File: src/rtl/alu_trace_buffer.sv
// alu_trace_buffer
// Trace stage that samples the core's PC and ALU result buses, stores (pc, alu)
// pairs in a first-word-fall-through FIFO and stops capturing once HALT_PC has
// been recorded. A consumer drains the FIFO through a valid/ready port.
module alu_trace_buffer #(
    parameter int          DEPTH    = 16,
    parameter logic [7:0]  HALT_PC  = 8'h03,
    parameter bit          ONLY_CHG = 1'b1
) (
    input  logic                       clk,
    input  logic                       rst,
    input  logic                       cap_en,
    input  logic [7:0]                 pc_in,
    input  logic [7:0]                 alu_in,
    output logic                       out_valid,
    input  logic                       out_ready,
    output logic [7:0]                 out_pc,
    output logic [7:0]                 out_alu,
    output logic [$clog2(DEPTH+1)-1:0] count,
    output logic                       overflow,
    output logic [7:0]                 drop_cnt,
    output logic                       done
);

    localparam int AW = $clog2(DEPTH);
    localparam int CW = $clog2(DEPTH + 1);

    typedef enum logic [1:0] {
        IDLE   = 2'd0,
        RUN    = 2'd1,
        HALTED = 2'd2
    } state_t;

    state_t          state;
    state_t          state_nxt;

    logic [15:0]     mem [DEPTH];
    logic [AW-1:0]   wr_ptr;
    logic [AW-1:0]   rd_ptr;
    logic [CW-1:0]   count_q;

    logic [7:0]      last_pc;
    logic [7:0]      last_alu;
    logic            last_vld;

    logic [7:0]      hold_pc;
    logic [7:0]      hold_alu;

    logic            changed;
    logic            cap;
    logic            full;
    logic            pop;
    logic            push;
    logic            drop;
    logic            push_halt;

    // Capture / push / drop / pop decisions for this cycle.
    always_comb begin
        changed   = ~last_vld | (pc_in != last_pc) | (alu_in != last_alu);
        cap       = cap_en & ~done & ((ONLY_CHG == 1'b0) | changed);
        full      = (count_q == CW'(DEPTH));
        pop       = out_valid & out_ready;
        // A full FIFO still accepts a push when the head leaves in the same cycle.
        push      = cap & (~full | pop);
        drop      = cap & full & ~pop;
        push_halt = push & (pc_in == HALT_PC);
    end

    // FSM state register.
    always_ff @(posedge clk) begin
        // NOTE: clocked state uses non-blocking assignments so every register
        // samples pre-edge values regardless of statement order.
        if (rst) begin
            state <= IDLE;
        end else begin
            state <= state_nxt;
        end
    end

    // FSM next-state: first push leaves IDLE, a pushed HALT_PC sample halts.
    always_comb begin
        // NOTE: default assignment first so no path leaves state_nxt unassigned
        // and no latch is inferred.
        state_nxt = state;
        unique case (state)
            IDLE: begin
                if (push_halt) begin
                    state_nxt = HALTED;
                end else if (push) begin
                    state_nxt = RUN;
                end
            end
            RUN: begin
                if (push_halt) begin
                    state_nxt = HALTED;
                end
            end
            HALTED:  state_nxt = HALTED;
            default: state_nxt = IDLE;
        endcase
    end

    // FSM outputs.
    always_comb begin
        done = (state == HALTED);
    end

    // Storage array write port.
    always_ff @(posedge clk) begin
        // NOTE: the array is deliberately not reset; entries are only ever read
        // while out_valid is set, i.e. after they have been written.
        if (!rst && push) begin
            mem[wr_ptr] <= {pc_in, alu_in};
        end
    end

    // Pointers, occupancy and the last-stored pair used for de-duplication.
    always_ff @(posedge clk) begin
        if (rst) begin
            wr_ptr   <= '0;
            rd_ptr   <= '0;
            count_q  <= '0;
            last_pc  <= 8'h00;
            last_alu <= 8'h00;
            last_vld <= 1'b0;
        end else begin
            if (push) begin
                wr_ptr   <= wr_ptr + AW'(1);
                last_pc  <= pc_in;
                last_alu <= alu_in;
                last_vld <= 1'b1;
            end
            if (pop) begin
                rd_ptr <= rd_ptr + AW'(1);
            end
            unique case ({push, pop})
                2'b10:   count_q <= count_q + CW'(1);
                2'b01:   count_q <= count_q - CW'(1);
                default: count_q <= count_q;
            endcase
        end
    end

    // Sticky overflow flag and saturating drop counter.
    always_ff @(posedge clk) begin
        if (rst) begin
            overflow <= 1'b0;
            drop_cnt <= 8'h00;
        end else if (drop) begin
            overflow <= 1'b1;
            if (drop_cnt != 8'hFF) begin
                drop_cnt <= drop_cnt + 8'd1;
            end
        end
    end

    // Remember the head shown while valid so the outputs hold once empty.
    always_ff @(posedge clk) begin
        if (rst) begin
            hold_pc  <= 8'h00;
            hold_alu <= 8'h00;
        end else if (out_valid) begin
            hold_pc  <= mem[rd_ptr][15:8];
            hold_alu <= mem[rd_ptr][7:0];
        end
    end

    // First-word-fall-through head presentation.
    always_comb begin
        out_valid = (count_q != '0);
        count     = count_q;
        out_pc    = out_valid ? mem[rd_ptr][15:8] : hold_pc;
        out_alu   = out_valid ? mem[rd_ptr][7:0]  : hold_alu;
    end

endmodule

File: config.mk
export PLATFORM = sky130hd
export DESIGN_NAME = alu_trace_buffer
export DESIGN_NICKNAME = d
export VERILOG_FILES = /design/src/rtl/alu_trace_buffer.sv
export SDC_FILE = /design/constraint.sdc
export NUM_CORES = 1
export LEC_CHECK = 0
export ABC_AREA = 1
export BUFFER_PORTS_ARGS = -buffer_cell sky130_fd_sc_hd__buf_2
export CAP_MARGIN = 20
export CORE_UTILIZATION = 40
export DETAILED_ROUTE_END_ITERATION = 10
export PLACE_DENSITY = 0.57
export SYNTH_ARGS = -nofsm -noshare
export SYNTH_HDL_FRONTEND = slang
export SYNTH_SLANG_ARGS = --single-unit
File: constraint.sdc
create_clock -name clk -period 6.65 [get_ports clk]
set_input_delay 1.33 -clock clk [delete_from_list [all_inputs] [get_ports clk]]
set_output_delay 1.33 -clock clk [all_outputs]
set_load 0.1 [all_outputs]
==> impl_metrics.py, run 1 <==
metrics = {
    "power_and_ir_drop": {
        "powerDensity_nw_per_um2": 453,
        "vdd_drop_max_v": 0.000539,
        "switching_power_w": 0.00283,
        "leakage_nw": 5.22,
        "switching_fraction": 0.419,
        "seq_power_share": 0.364,
        "cell_internal_pwr_w": 0.00393,
        "pwr-share-clk": 0.280,
        "power.share.combinational": 0.356,
    },
    "sta": {
        "rsz0062_at_grt": "no",
        "report.final.hold_viol_count": 0,
        "max_slew_margin": 0.331,
        "final-setup-viol-count": 0,
        "timing.final.crit_period_ns": 4.90,
        "worst_slew_pin_slew_ns": 1.00,
        "portion_of_the_clock_cycle_consumed_by_the_worst_path_in_the_final_layout": 0.738,
        "drv_slew": 0,
        "final.setup.tns_ns": 0,
        "fin_skew_ns": 0.0187,
        "fmax_ghz": 0.204,
    },
    "worst_setup_path": {
        "crit_required_ns": 5.32,
        "worst-path-max-fanout": 68,
        "regToRegEndpoint": "mem[14][13]",
        "crit_type": "register to output pin",
        "timing.critical_path.cells": "buf_4 > o21ai_0 > o32ai_1 > o211ai_1 > nand2_1 > o21ai_1 > inv_1 > buf_2",
        "worst_setup_ep_type": "output pin",
        "worst_setup_path_endpoint": "out_pc[4]",
        "worst_r2r_path_depth": 8,
        "crit_arrival_ns": 3.57,
        "crit_path_max_incr_delay_ns": 0.88,
        "critical_path.reg2reg.startpoint": "state[0]",
        "cp_num_cells": 8,
        "regToRegSetupSlack_ns": 3.34,
        "cpLargestDelayFamily": "buffers and inverters",
        "critical_path.n_buffers_inverters": 3,
        "critPathSlowestCell": "sky130_fd_sc_hd__dfxtp_4",
        "crit_path_start_kind": "register",
    },
    "logic_synthesis": {
        "netlist.area_leader.share": 0.587,
        "async_flop_share": 0,
        "synth_mux_area_frac": 0.0329,
        "synth.top_cells.by_area": "sky130_fd_sc_hd__edfxtp_1 59%, sky130_fd_sc_hd__dfxtp_1 9.3%, sky130_fd_sc_hd__nor2_1 4.2%, sky130_fd_sc_hd__nand2_1 3.6%, sky130_fd_sc_hd__mux2i_1 3.3%",
        "synth_most_common_cell": "sky130_fd_sc_hd__edfxtp_1",
        "yosys.area_share.simple": 0.111,
        "synthesis.yosys.warnings": 0,
        "dominant_combinational_cell_family_by_area_after_synthesis": "compound AO/OA/AOI/OAI gates",
        "synth_seq_area_share": 0.680,
        "synth_area_per_cell_um2": 12.1,
        "ys_ff_latch": 317,
        "syn-instance-count": 1079,
        "yosysTopAreaCell": "sky130_fd_sc_hd__edfxtp_1",
        "synthDistinctLibCells": 42,
        "synthFlopType": "sky130_fd_sc_hd__edfxtp_1",
        "synthAdderAreaFrac": 0.0139,
        "synth_compound_gate_area_share": 0.112,
        "synth-edff-count": 256,
        "post_synth_xor_area_fraction": 0.00468,
        "synthesis.nets": 1113,
        "post_synth_instance_area_um2": 13100,
        "synth_commonest_cells": "256 x sky130_fd_sc_hd__edfxtp_1, 146 x sky130_fd_sc_hd__nor2_1, 127 x sky130_fd_sc_hd__nand2_1",
    },
    "clock_tree": {
        "clk_path_buf_depth": 3,
        "cts.htree.levels": 2,
        "cts.root.buffer_cell": "sky130_fd_sc_hd__clkbuf_16",
        "post_cts_resize_count": 0,
        "cts_inserted_buffers": 35,
        "post_cts.repair.setup_buffers": 0,
        "clk_latency_ns": 0.51,
        "sink_count_of_the_clock_tree": 317,
        "ctsHoldBuffers": 0,
        "path_clk_slew_ns": 0.06,
        "tritoncts": "yes",
    },
    "drt": {
        "via_per_inst": 5.24,
        "drt_drc_violations_left": 0,
        "final_antenna_net_count": 0,
        "dr_total_vias": 8325,
        "detail_route.iter0.violations": 709,
        "drt_first_pass_iters": 5,
        "detail_route.wl_per_cell_um": 19.9,
        "totalWireLength_um": 31600,
    },
    "layout": {
        "design.final.nets": 1163,
        "finish.cell_count_without_fillers": 1590,
        "antenna_cells_inserted": 0,
        "post_route_cells_drive_above_1_share": 0.150,
        "area_delta_synth_final_pct": 13.9,
    },
    "floorplan": {
        "width_of_the_die_um": 183,
        "core-area_um2": 31900,
        "initial_core_util": 0.411,
        "rows": 65,
        "die_h_um": 183,
        "die_area_um2": 33500,
        "pin_count": 52,
    },
    "outcome": {
        "status": "finished clean",
    },
    "min_path": {
        "worstHoldPathType": "register to register",
    },
    "grt": {
        "via_count_of_the_first_global_routing_pass": 8043,
        "grt_max_degree": 88,
        "first_pass_grt_wire_length_um": 48600,
        "antenna_violations_before_repair": 0,
        "grt-ovfl-total": 0,
        "overall_global_routing_resource_usage": 0.194,
    },
    "placement": {
        "place_inst": 1526,
        "buffer_ports.inserted": 51,
        "place.gp.congestion": 0.773,
        "hpwl_after_detailed_placement_um": 17700,
    },
    "flow_run": {
        "maxCapViolCount": 0,
    },
}
==> through the flow <==
step                      setup WS (ns)  area, µm²   util  power [W]  hold WS [ns]
final                              1.75      14900  0.468    0.00676         0.451
after global routing               1.49      14900  0.468    0.00709         0.484
after CTS                          1.72      14900  0.468    0.00682         0.454
after detailed placement           2.26      13800  0.433    0.00493         0.442
after global placement             2.29      13800  0.432    0.00493         0.437
after floorplan                    2.61      13100      -    0.00446         0.436
==> worst min path at each step <==
stage | from | endpoint | depth (start not counted)
after floorplan | last_vld | last_vld | 2
after global placement | overflow | overflow | 2
after detailed placement | overflow | overflow | 2
after CTS | overflow | overflow | 2
after global routing | last_pc[4] | last_pc[4] | 2
final | overflow | overflow | 2
==> sequential cells by signal (all words and copies together) (netlist names), 2 cells and up, named ones only <==
| signal | cells |
|---|---|
| count | 5 |
| drop_cnt | 8 |
| hold_alu | 8 |
| hold_pc | 8 |
| last_alu | 8 |
| last_pc | 8 |
| mem | 256 |
| rd_ptr | 4 |
| state | 2 |
| wr_ptr | 4 |
==> layout by cell type (no fill, tap or decap), types with 3 or more instances in the layout <==
| cell | n |
|---|---|
| sky130_fd_sc_hd__a21oi_2 | 4 |
| sky130_fd_sc_hd__o32ai_1 | 21 |
| sky130_fd_sc_hd__clkbuf_8 | 3 |
| sky130_fd_sc_hd__nor3_2 | 9 |
| sky130_fd_sc_hd__ha_1 | 13 |
| sky130_fd_sc_hd__or2_2 | 5 |
| sky130_fd_sc_hd__clkinv_2 | 4 |
| sky130_fd_sc_hd__nor2_2 | 12 |
| sky130_fd_sc_hd__clkbuf_16 | 35 |
| sky130_fd_sc_hd__o211ai_1 | 21 |
| sky130_fd_sc_hd__nor3_1 | 3 |
| sky130_fd_sc_hd__o21ai_1 | 8 |
| sky130_fd_sc_hd__nand2_4 | 3 |
| sky130_fd_sc_hd__a21oi_1 | 42 |
| sky130_fd_sc_hd__inv_2 | 5 |
| sky130_fd_sc_hd__buf_2 | 51 |
| sky130_fd_sc_hd__nand3_1 | 25 |
| sky130_fd_sc_hd__nor2_1 | 138 |
| sky130_fd_sc_hd__o221ai_1 | 41 |
| sky130_fd_sc_hd__clkbuf_1 | 13 |
| sky130_fd_sc_hd__nand4_1 | 8 |
| sky130_fd_sc_hd__mux2i_1 | 43 |
| sky130_fd_sc_hd__o21ai_0 | 84 |
| sky130_fd_sc_hd__xnor2_1 | 4 |
| sky130_fd_sc_hd__bufinv_16 | 3 |
| sky130_fd_sc_hd__nand2_1 | 127 |
| sky130_fd_sc_hd__nand2_2 | 3 |
| sky130_fd_sc_hd__xor2_1 | 3 |
| sky130_fd_sc_hd__dfxtp_1 | 58 |
| sky130_fd_sc_hd__buf_4 | 18 |
| sky130_fd_sc_hd__edfxtp_1 | 256 |
| sky130_fd_sc_hd__inv_1 | 67 |
| sky130_fd_sc_hd__inv_6 | 4 |
==> power groups by stage <==
| stage | registers [W] | logic (W) | clock network [W] |
|---|---|---|---|
| final | 0.00246 | 0.00241 | 0.00189 |
| after CTS | 0.00247 | 0.00243 | 0.00192 |
| after global placement | 0.00251 | 0.00242 | 0 |
| after detailed placement | 0.00251 | 0.00242 | 0 |
| after floorplan | 0.00247 | 0.00198 | 0 |
| after global routing | 0.00249 | 0.00260 | 0.00200 |
==> worst register-to-register path: stages, from the launching register on <==
cell                      delay [ns]
sky130_fd_sc_hd__dfxtp_1        0.39
sky130_fd_sc_hd__inv_1          0.08
sky130_fd_sc_hd__ha_1           0.22
sky130_fd_sc_hd__nor2_1         0.35
sky130_fd_sc_hd__nand3_4        0.41
sky130_fd_sc_hd__nor2_1         0.30
sky130_fd_sc_hd__nand2_1        0.18
sky130_fd_sc_hd__nor2_2         0.79
sky130_fd_sc_hd__buf_4          0.29
==> cells by family (layout without fill, tap and decap cells) <==
group | Yosys count | after routing
muxes | 43 | 43
xor gates and xnor gates | 7 | 7
and+or+nand+nor | 340 | 340
DFF | 317 | 317
AOI/OAI and AO/OA | 227 | 227
adders and majority gates | 14 | 14
buffers and inverters | 131 | 207
==> cell type report <==
class,count,area (µm²)
clock buffers,51,966
clock inverters,12,149
fillers,2940,17000
inverters,73,277
multi-input cells,631,3650
flip-flops and latches,317,8920
well taps,435,544
repair buffers,71,417
==> per-layer routing <==
metal  up-vias  global-route usage  share of wire
met4         0              0.0453          0.016
met3        40              0.0306          0.048
met1      4105               0.266           0.46
met2       185               0.322           0.47
met5         -                   0              0
li1       3995                   -              -
Power figures use the tool's default switching activity.
==> inputs of run 2 (changes only) <==
- PLACE_DENSITY: 0.57 -> 0.59
- clock period: 6.65 -> 3.9 ns (I/O delays scaled with it)
==> run 2 against run 1 <==
Against the previous run: count of clock-buffer cells in the layout is 1 lower; routed wire length shrank 2.3%; critical path type unchanged; sequential cell count did not move; first-iteration DRC count increased by 8.6%; highest routed layer unchanged; critical endpoint is now out_pc[0]; largest cell class unchanged.
==> impl_metrics.py, run 2 (synthesis gave the netlist of run 1 again) <==
metrics = {
    "flow_run": {
        "maxCapViolCount": 0,
    },
    "placement": {
        "place.gp.congestion": 0.777,
        "place_inst": 1549,
        "detailedPlace.worstSlack_ns": 0.815,
        "buffer_ports.inserted": 51,
        "hpwl_after_detailed_placement_um": 19900,
    },
    "outcome": {
        "status": "finished clean",
    },
    "drt": {
        "detail_route.wl_per_cell_um": 19.2,
        "final_antenna_net_count": 0,
        "drt_first_pass_iters": 6,
        "drt_drc_violations_left": 0,
        "via_per_inst": 5.27,
        "totalWireLength_um": 30900,
        "detail_route.iter0.violations": 770,
        "dr_total_vias": 8490,
    },
    "floorplan": {
        "die_area_um2": 33500,
        "rows": 65,
        "pin_count": 52,
        "core-area_um2": 31900,
        "die_h_um": 183,
        "initial_core_util": 0.411,
        "width_of_the_die_um": 183,
    },
    "clock_tree": {
        "cts.htree.levels": 2,
        "post_cts_resize_count": 0,
        "path_clk_slew_ns": 0.06,
        "ctsHoldBuffers": 0,
        "clk_latency_ns": 0.52,
        "post_cts.repair.setup_buffers": 0,
        "cts_inserted_buffers": 35,
        "clk_path_buf_depth": 3,
        "tritoncts": "yes",
        "sink_count_of_the_clock_tree": 317,
        "cts.root.buffer_cell": "sky130_fd_sc_hd__clkbuf_16",
    },
    "sta": {
        "portion_of_the_clock_cycle_consumed_by_the_worst_path_in_the_final_layout": 0.935,
        "fmax_ghz": 0.274,
        "rsz0062_at_grt": "no",
        "final.setup.tns_ns": 0,
        "fin_skew_ns": 0.0206,
        "layout_setup_ws_ns": 0.254,
        "final-setup-viol-count": 0,
        "worst_slew_pin_slew_ns": 0.775,
        "max_slew_margin": 0.482,
        "timing.final.crit_period_ns": 3.65,
        "report.final.hold_viol_count": 0,
        "drv_slew": 0,
    },
    "layout": {
        "antenna_cells_inserted": 0,
        "final_common_cell": "sky130_fd_sc_hd__edfxtp_1",
        "mostFrequentLayoutCells": "256 x sky130_fd_sc_hd__edfxtp_1, 138 x sky130_fd_sc_hd__nor2_1, 127 x sky130_fd_sc_hd__nand2_1",
        "filler_cell_count": 2942,
        "finish.cell_count_without_fillers": 1611,
        "area_delta_synth_final_pct": 15.3,
        "number_of_flip_flops_under_the_largest_register_name": 256,
        "register_name_with_the_most_flops": "mem",
        "design.final.nets": 1185,
        "post_route_cells_drive_above_1_share": 0.162,
    },
    "worst_setup_path": {
        "crit_arrival_ns": 2.87,
        "crit_path_max_incr_delay_ns": 0.81,
        "worst-path-max-fanout": 68,
        "worst_setup_ep_type": "output pin",
        "timing.critical_path.cells": "buf_12 > o21ai_0 > o221ai_1 > o211ai_1 > nand2_1 > nand2_1 > nand2_1 > buf_2",
        "crit_required_ns": 3.12,
        "crit_type": "register to output pin",
        "critPathSlowestCell": "sky130_fd_sc_hd__dfxtp_4",
        "crit_path_start_kind": "register",
        "cpLargestDelayFamily": "flip-flops",
        "critical_path.n_buffers_inverters": 2,
        "cp_common_cell": "sky130_fd_sc_hd__nand2_1",
    },
    "power_and_ir_drop": {
        "vdd_drop_max_v": 0.000604,
        "powerDensity_nw_per_um2": 768,
        "power_w": 0.0116,
        "leakage_nw": 5.32,
    },
    "grt": {
        "gr-usage-met2": 0.294,
        "globalRouteMet3Util": 0.0344,
        "antenna_violations_before_repair": 0,
        "grt_max_degree": 83,
        "grt-ovfl-total": 0,
        "first_pass_grt_wire_length_um": 47500,
        "globalRouteMet1Util": 0.269,
        "via_count_of_the_first_global_routing_pass": 8060,
        "overall_global_routing_resource_usage": 0.187,
        "grt_busiest_layer": "met2",
    },
    "min_path": {
        "worstHoldPathType": "register to register",
    },
}
## run 2: cell types whose count changed in the layout (fill, tap and decap cells not counted)
cell	previous run	this run
sky130_fd_sc_hd__buf_6	1	0
sky130_fd_sc_hd__clkbuf_1	13	14
sky130_fd_sc_hd__clkinv_8	0	1
sky130_fd_sc_hd__clkbuf_16	35	36
sky130_fd_sc_hd__inv_6	4	1
sky130_fd_sc_hd__buf_12	0	5
sky130_fd_sc_hd__clkbuf_8	3	0
sky130_fd_sc_hd__clkinv_4	0	1
sky130_fd_sc_hd__clkinv_1	1	3
sky130_fd_sc_hd__buf_8	1	0
sky130_fd_sc_hd__buf_4	18	37
sky130_fd_sc_hd__bufinv_16	3	2
## run 2: report_power, final
group          switching [W]  leakage [nW]  internal [W]  total, W
Combinational        0.00337          1.99      0.000995   0.00437
Sequential          0.000219          2.81       0.00388   0.00410
Clock                0.00129         0.524       0.00184   0.00313
Total                0.00488          5.32       0.00672    0.0116
## run 2: path summary, 6_finish.rpt
kind          endpoint      from  slack (ns)  cells after the start
min           overflow  overflow        0.45                      2
min reg2reg   overflow  overflow        0.45                      2
max          out_pc[0]  register        0.25                      8
max reg2reg  mem[8][2]  state[0]        1.25                      8
## run 2: worst min-delay path, cell delays in order, from the launching register on
cell	delay (ns)
sky130_fd_sc_hd__dfxtp_1	0.31
sky130_fd_sc_hd__inv_1	0.05
sky130_fd_sc_hd__a21oi_1	0.05
## run 2: metrics by stage
stage	utilization	area, µm²	hold slack [ns]
floorplan	-	13100	0.436
global placement	0.440	14000	0.436
detailed placement	0.440	14000	0.447
CTS	0.474	15100	0.456
global route	0.474	15100	0.490
finish	0.474	15100	0.450
## run 2: per-layer routing
| layer | up-vias | routed length [µm] |
|---|---|---|
| met5 | - | 0 |
| met4 | 0 | 407 |
| met3 | 34 | 1960 |
| met2 | 236 | 14100 |
| met1 | 4168 | 14400 |
| li1 | 4052 | - |
## run 2: final cells by class
| type | count | area, µm² | share of cell area |
|---|---|---|---|
| clock buffers | 50 | 953 | 0.0631 |
| clock inverters | 12 | 125 | 0.00828 |
| inverters | 73 | 277 | 0.0183 |
| multi-input cells | 631 | 3650 | 0.242 |
| flip-flops and latches | 317 | 8920 | 0.590 |
| well taps | 435 | 544 | 0.0360 |
| repair buffers | 93 | 633 | 0.0419 |
==> inputs of run 3 (changes only) <==
- ABC_AREA: 1 -> not set
==> run 3 against run 2 <==
Against the previous run: synthesized cell count is 35% lower; clock skew decreased by 0.0054 ns; non-clock buffer count up 14; routed wire length down 4.2%; critical path depth decreased by 3; combinational power shrank 27%; cell area decreased by 0.46%; register-to-register slack worse by 0.33 ns; final cell count fell by 24%; clock power grew 14%; fmax is 3.6% lower; global-route usage increased by 0.066 points; largest cell class unchanged; largest power group is now registers.
==> impl_metrics.py, run 3 <==
metrics = {
    "layout": {
        "final_common_cell": "sky130_fd_sc_hd__edfxtp_1",
        "antenna_cells_inserted": 0,
        "layout.core_utilization": 0.488,
        "design.final.nets": 844,
        "sequential_cell_area_um2": 8910,
        "area_delta_synth_final_pct": 19.3,
        "multi_input_area_um2": 3570,
        "mostFrequentLayoutCells": "256 x sky130_fd_sc_hd__edfxtp_1, 80 x sky130_fd_sc_hd__mux4_2, 59 x sky130_fd_sc_hd__dfxtp_1",
        "number_of_flip_flops_under_the_largest_register_name": 256,
        "register_name_with_the_most_flops": "mem",
        "filler_cell_count": 2537,
        "post_route_cells_drive_above_1_share": 0.337,
    },
    "floorplan": {
        "initial_core_util": 0.409,
        "pin_count": 52,
        "die_h_um": 179,
        "core-area_um2": 30800,
        "width_of_the_die_um": 179,
        "rows": 64,
        "die_area_um2": 32200,
    },
    "clock_tree": {
        "clk_path_buf_depth": 3,
        "path_clk_slew_ns": 0.06,
        "tritoncts": "yes",
        "cts.root.buffer_cell": "sky130_fd_sc_hd__clkbuf_16",
        "cts_inserted_buffers": 35,
        "cts.htree.levels": 2,
        "sink_count_of_the_clock_tree": 317,
        "clk_latency_ns": 0.51,
    },
    "power_and_ir_drop": {
        "vdd_drop_max_v": 0.000469,
        "power.share.combinational": 0.296,
        "powerDensity_nw_per_um2": 712,
        "leakage_nw": 5.07,
        "seq_power_share": 0.370,
        "switching_fraction": 0.338,
        "cell_internal_pwr_w": 0.00708,
        "switching_power_w": 0.00362,
        "pwr-share-clk": 0.333,
    },
    "worst_setup_path": {
        "crit_type": "register to output pin",
        "worst-path-max-fanout": 39,
        "crit_arrival_ns": 3.00,
        "worst_setup_ep_type": "output pin",
        "crit_required_ns": 3.12,
        "crit_path_start_kind": "register",
    },
    "min_path": {
        "worstHoldPathType": "register to register",
    },
    "logic_synthesis": {
        "synthAdderAreaFrac": 0.0145,
        "post_synth_xor_area_fraction": 0.0160,
        "yosysTopAreaCell": "sky130_fd_sc_hd__edfxtp_1",
        "synth-edff-count": 256,
        "ys_ff_latch": 317,
        "synthFlopType": "sky130_fd_sc_hd__edfxtp_1",
        "async_flop_share": 0,
        "dominant_combinational_cell_family_by_area_after_synthesis": "multiplexers",
        "netlist.area_leader.share": 0.610,
        "synth_compound_gate_area_share": 0.0253,
        "synth_mux_area_frac": 0.163,
        "synth_commonest_cells": "256 x sky130_fd_sc_hd__edfxtp_1, 80 x sky130_fd_sc_hd__mux4_2, 61 x sky130_fd_sc_hd__dfxtp_1",
        "synthesis.nets": 736,
        "synthDistinctLibCells": 44,
        "syn-instance-count": 702,
        "synth_most_common_cell": "sky130_fd_sc_hd__edfxtp_1",
        "synthesis.yosys.warnings": 0,
        "synth_seq_area_share": 0.707,
        "synth.top_cells.by_area": "sky130_fd_sc_hd__edfxtp_1 61%, sky130_fd_sc_hd__mux4_2 14%, sky130_fd_sc_hd__dfxtp_1 9.7%, sky130_fd_sc_hd__mux2_2 1.9%, sky130_fd_sc_hd__xor2_1 1.3%",
        "yosys.area_share.simple": 0.0583,
        "synth_area_per_cell_um2": 17.9,
        "post_synth_instance_area_um2": 12600,
    },
    "drt": {
        "final_antenna_net_count": 0,
        "drt_drc_violations_left": 0,
        "totalWireLength_um": 29600,
        "via_per_inst": 5.49,
        "detail_route.wl_per_cell_um": 24.0,
        "dr_total_vias": 6764,
        "drt_first_pass_iters": 7,
        "detail_route.iter0.violations": 581,
    },
    "grt": {
        "grt_max_degree": 58,
        "first_pass_grt_wire_length_um": 44700,
        "grt-ovfl-total": 0,
        "overall_global_routing_resource_usage": 0.187,
        "antenna_violations_before_repair": 0,
        "via_count_of_the_first_global_routing_pass": 6983,
    },
    "sta": {
        "fmax_ghz": 0.265,
        "drv_slew": 0,
        "report.final.hold_viol_count": 0,
        "rsz0062_at_grt": "no",
        "worst_slew_pin_slew_ns": 0.714,
        "max_slew_margin": 0.524,
        "final-setup-viol-count": 0,
        "timing.final.crit_period_ns": 3.78,
        "layout_setup_ws_ns": 0.120,
        "fin_skew_ns": 0.0152,
        "portion_of_the_clock_cycle_consumed_by_the_worst_path_in_the_final_layout": 0.969,
        "holdWs_ns": 0.463,
    },
    "outcome": {
        "status": "finished clean",
    },
    "placement": {
        "detailedPlace.worstSlack_ns": 0.252,
        "hpwl_after_detailed_placement_um": 19200,
        "place.gp.congestion": 0.808,
        "buffer_ports.inserted": 51,
    },
    "flow_run": {
        "maxCapViolCount": 0,
    },
}
## run 3: cell types whose count changed after synthesis, sizes merged, moves of 42 or more
cell | previous run | this run
o221ai | 43 | 1
nor2 | 150 | 22
mux4 | 0 | 80
nand2 | 133 | 43
o21ai | 92 | 8
inv | 73 | 11
## run 3: cells by family after synthesis
family | Yosys count
AO/OA/AOI/OAI | 53
flip-flops | 317
XOR/XNOR | 23
AND/OR/NAND/NOR | 145
adder cells (fa/ha/maj) | 14
buffers and inverters | 47
multiplexers | 103
## run 3: critical path, stage by stage (launching register included)
cell	delay, ns
sky130_fd_sc_hd__dfxtp_4	0.47
sky130_fd_sc_hd__buf_16	0.30
sky130_fd_sc_hd__mux4_2	0.56
sky130_fd_sc_hd__mux4_2	0.53
sky130_fd_sc_hd__mux2_2	0.29
sky130_fd_sc_hd__buf_2	0.29
## run 3: metal layers
metal / share of wire / vias up / global-route usage / wire length (µm)
met5: 0 / - / 0 / 0
met4: 0.022 / 0 / 0.0552 / 653
met3: 0.043 / 47 / 0.0294 / 1260
met2: 0.49 / 177 / 0.312 / 14600
met1: 0.44 / 3559 / 0.256 / 13000
li1: - / 2981 / - / -
## run 3: through the flow
| step | total power (W) | instances | TNS, ns | cell area [µm²] |
|---|---|---|---|---|
| CTS | 0.0108 | 1231 | 0 | 15000 |
| detailed placement | 0.00724 | 1169 | 0 | 13800 |
| global route | 0.0111 | 1231 | 0 | 15000 |
| floorplan | 0.00651 | 702 | -11.46 | 12600 |
| global placement | 0.00719 | 1169 | 0 | 13800 |
| finish | 0.0107 | 1231 | 0 | 15000 |
## run 3: power groups by stage
stage | clock network (W) | logic, W | registers [W]
detailed placement | 0 | 0.00321 | 0.00404
finish | 0.00357 | 0.00317 | 0.00396
CTS | 0.00363 | 0.00321 | 0.00397
global route | 0.00376 | 0.00335 | 0.00399
global placement | 0 | 0.00317 | 0.00402
floorplan | 0 | 0.00240 | 0.00411
## run 3: cell type report
| cell class | count | share of cell area |
|---|---|---|
| Clock buffer | 43 | 0.0631 |
| Clock inverter | 19 | 0.0198 |
| Inverter | 11 | 0.00275 |
| Multi-Input combinational cell | 338 | 0.237 |
| Sequential cell | 317 | 0.593 |
| Tap cell | 396 | 0.0330 |
| Timing Repair Buffer | 107 | 0.0513 |
## run 3: worst paths after layout
| path | slack (ns) | to | cells after the start | start |
|---|---|---|---|---|
| min reg2reg | 0.46 | last_vld | 2 | last_vld |
| min | 0.46 | last_vld | 2 | last_vld |
| max reg2reg | 0.92 | count[3] | 13 | last_alu[6] |
| max | 0.12 | out_pc[0] | 5 | register |
## run 3: repair_timing
action                                 CTS  global route
setup buffers                            0             0
hold buffers                             0             0
setup endpoints to repair                0             1
endpoints found under the hold margin    0             0
gates resized for setup                  0             1
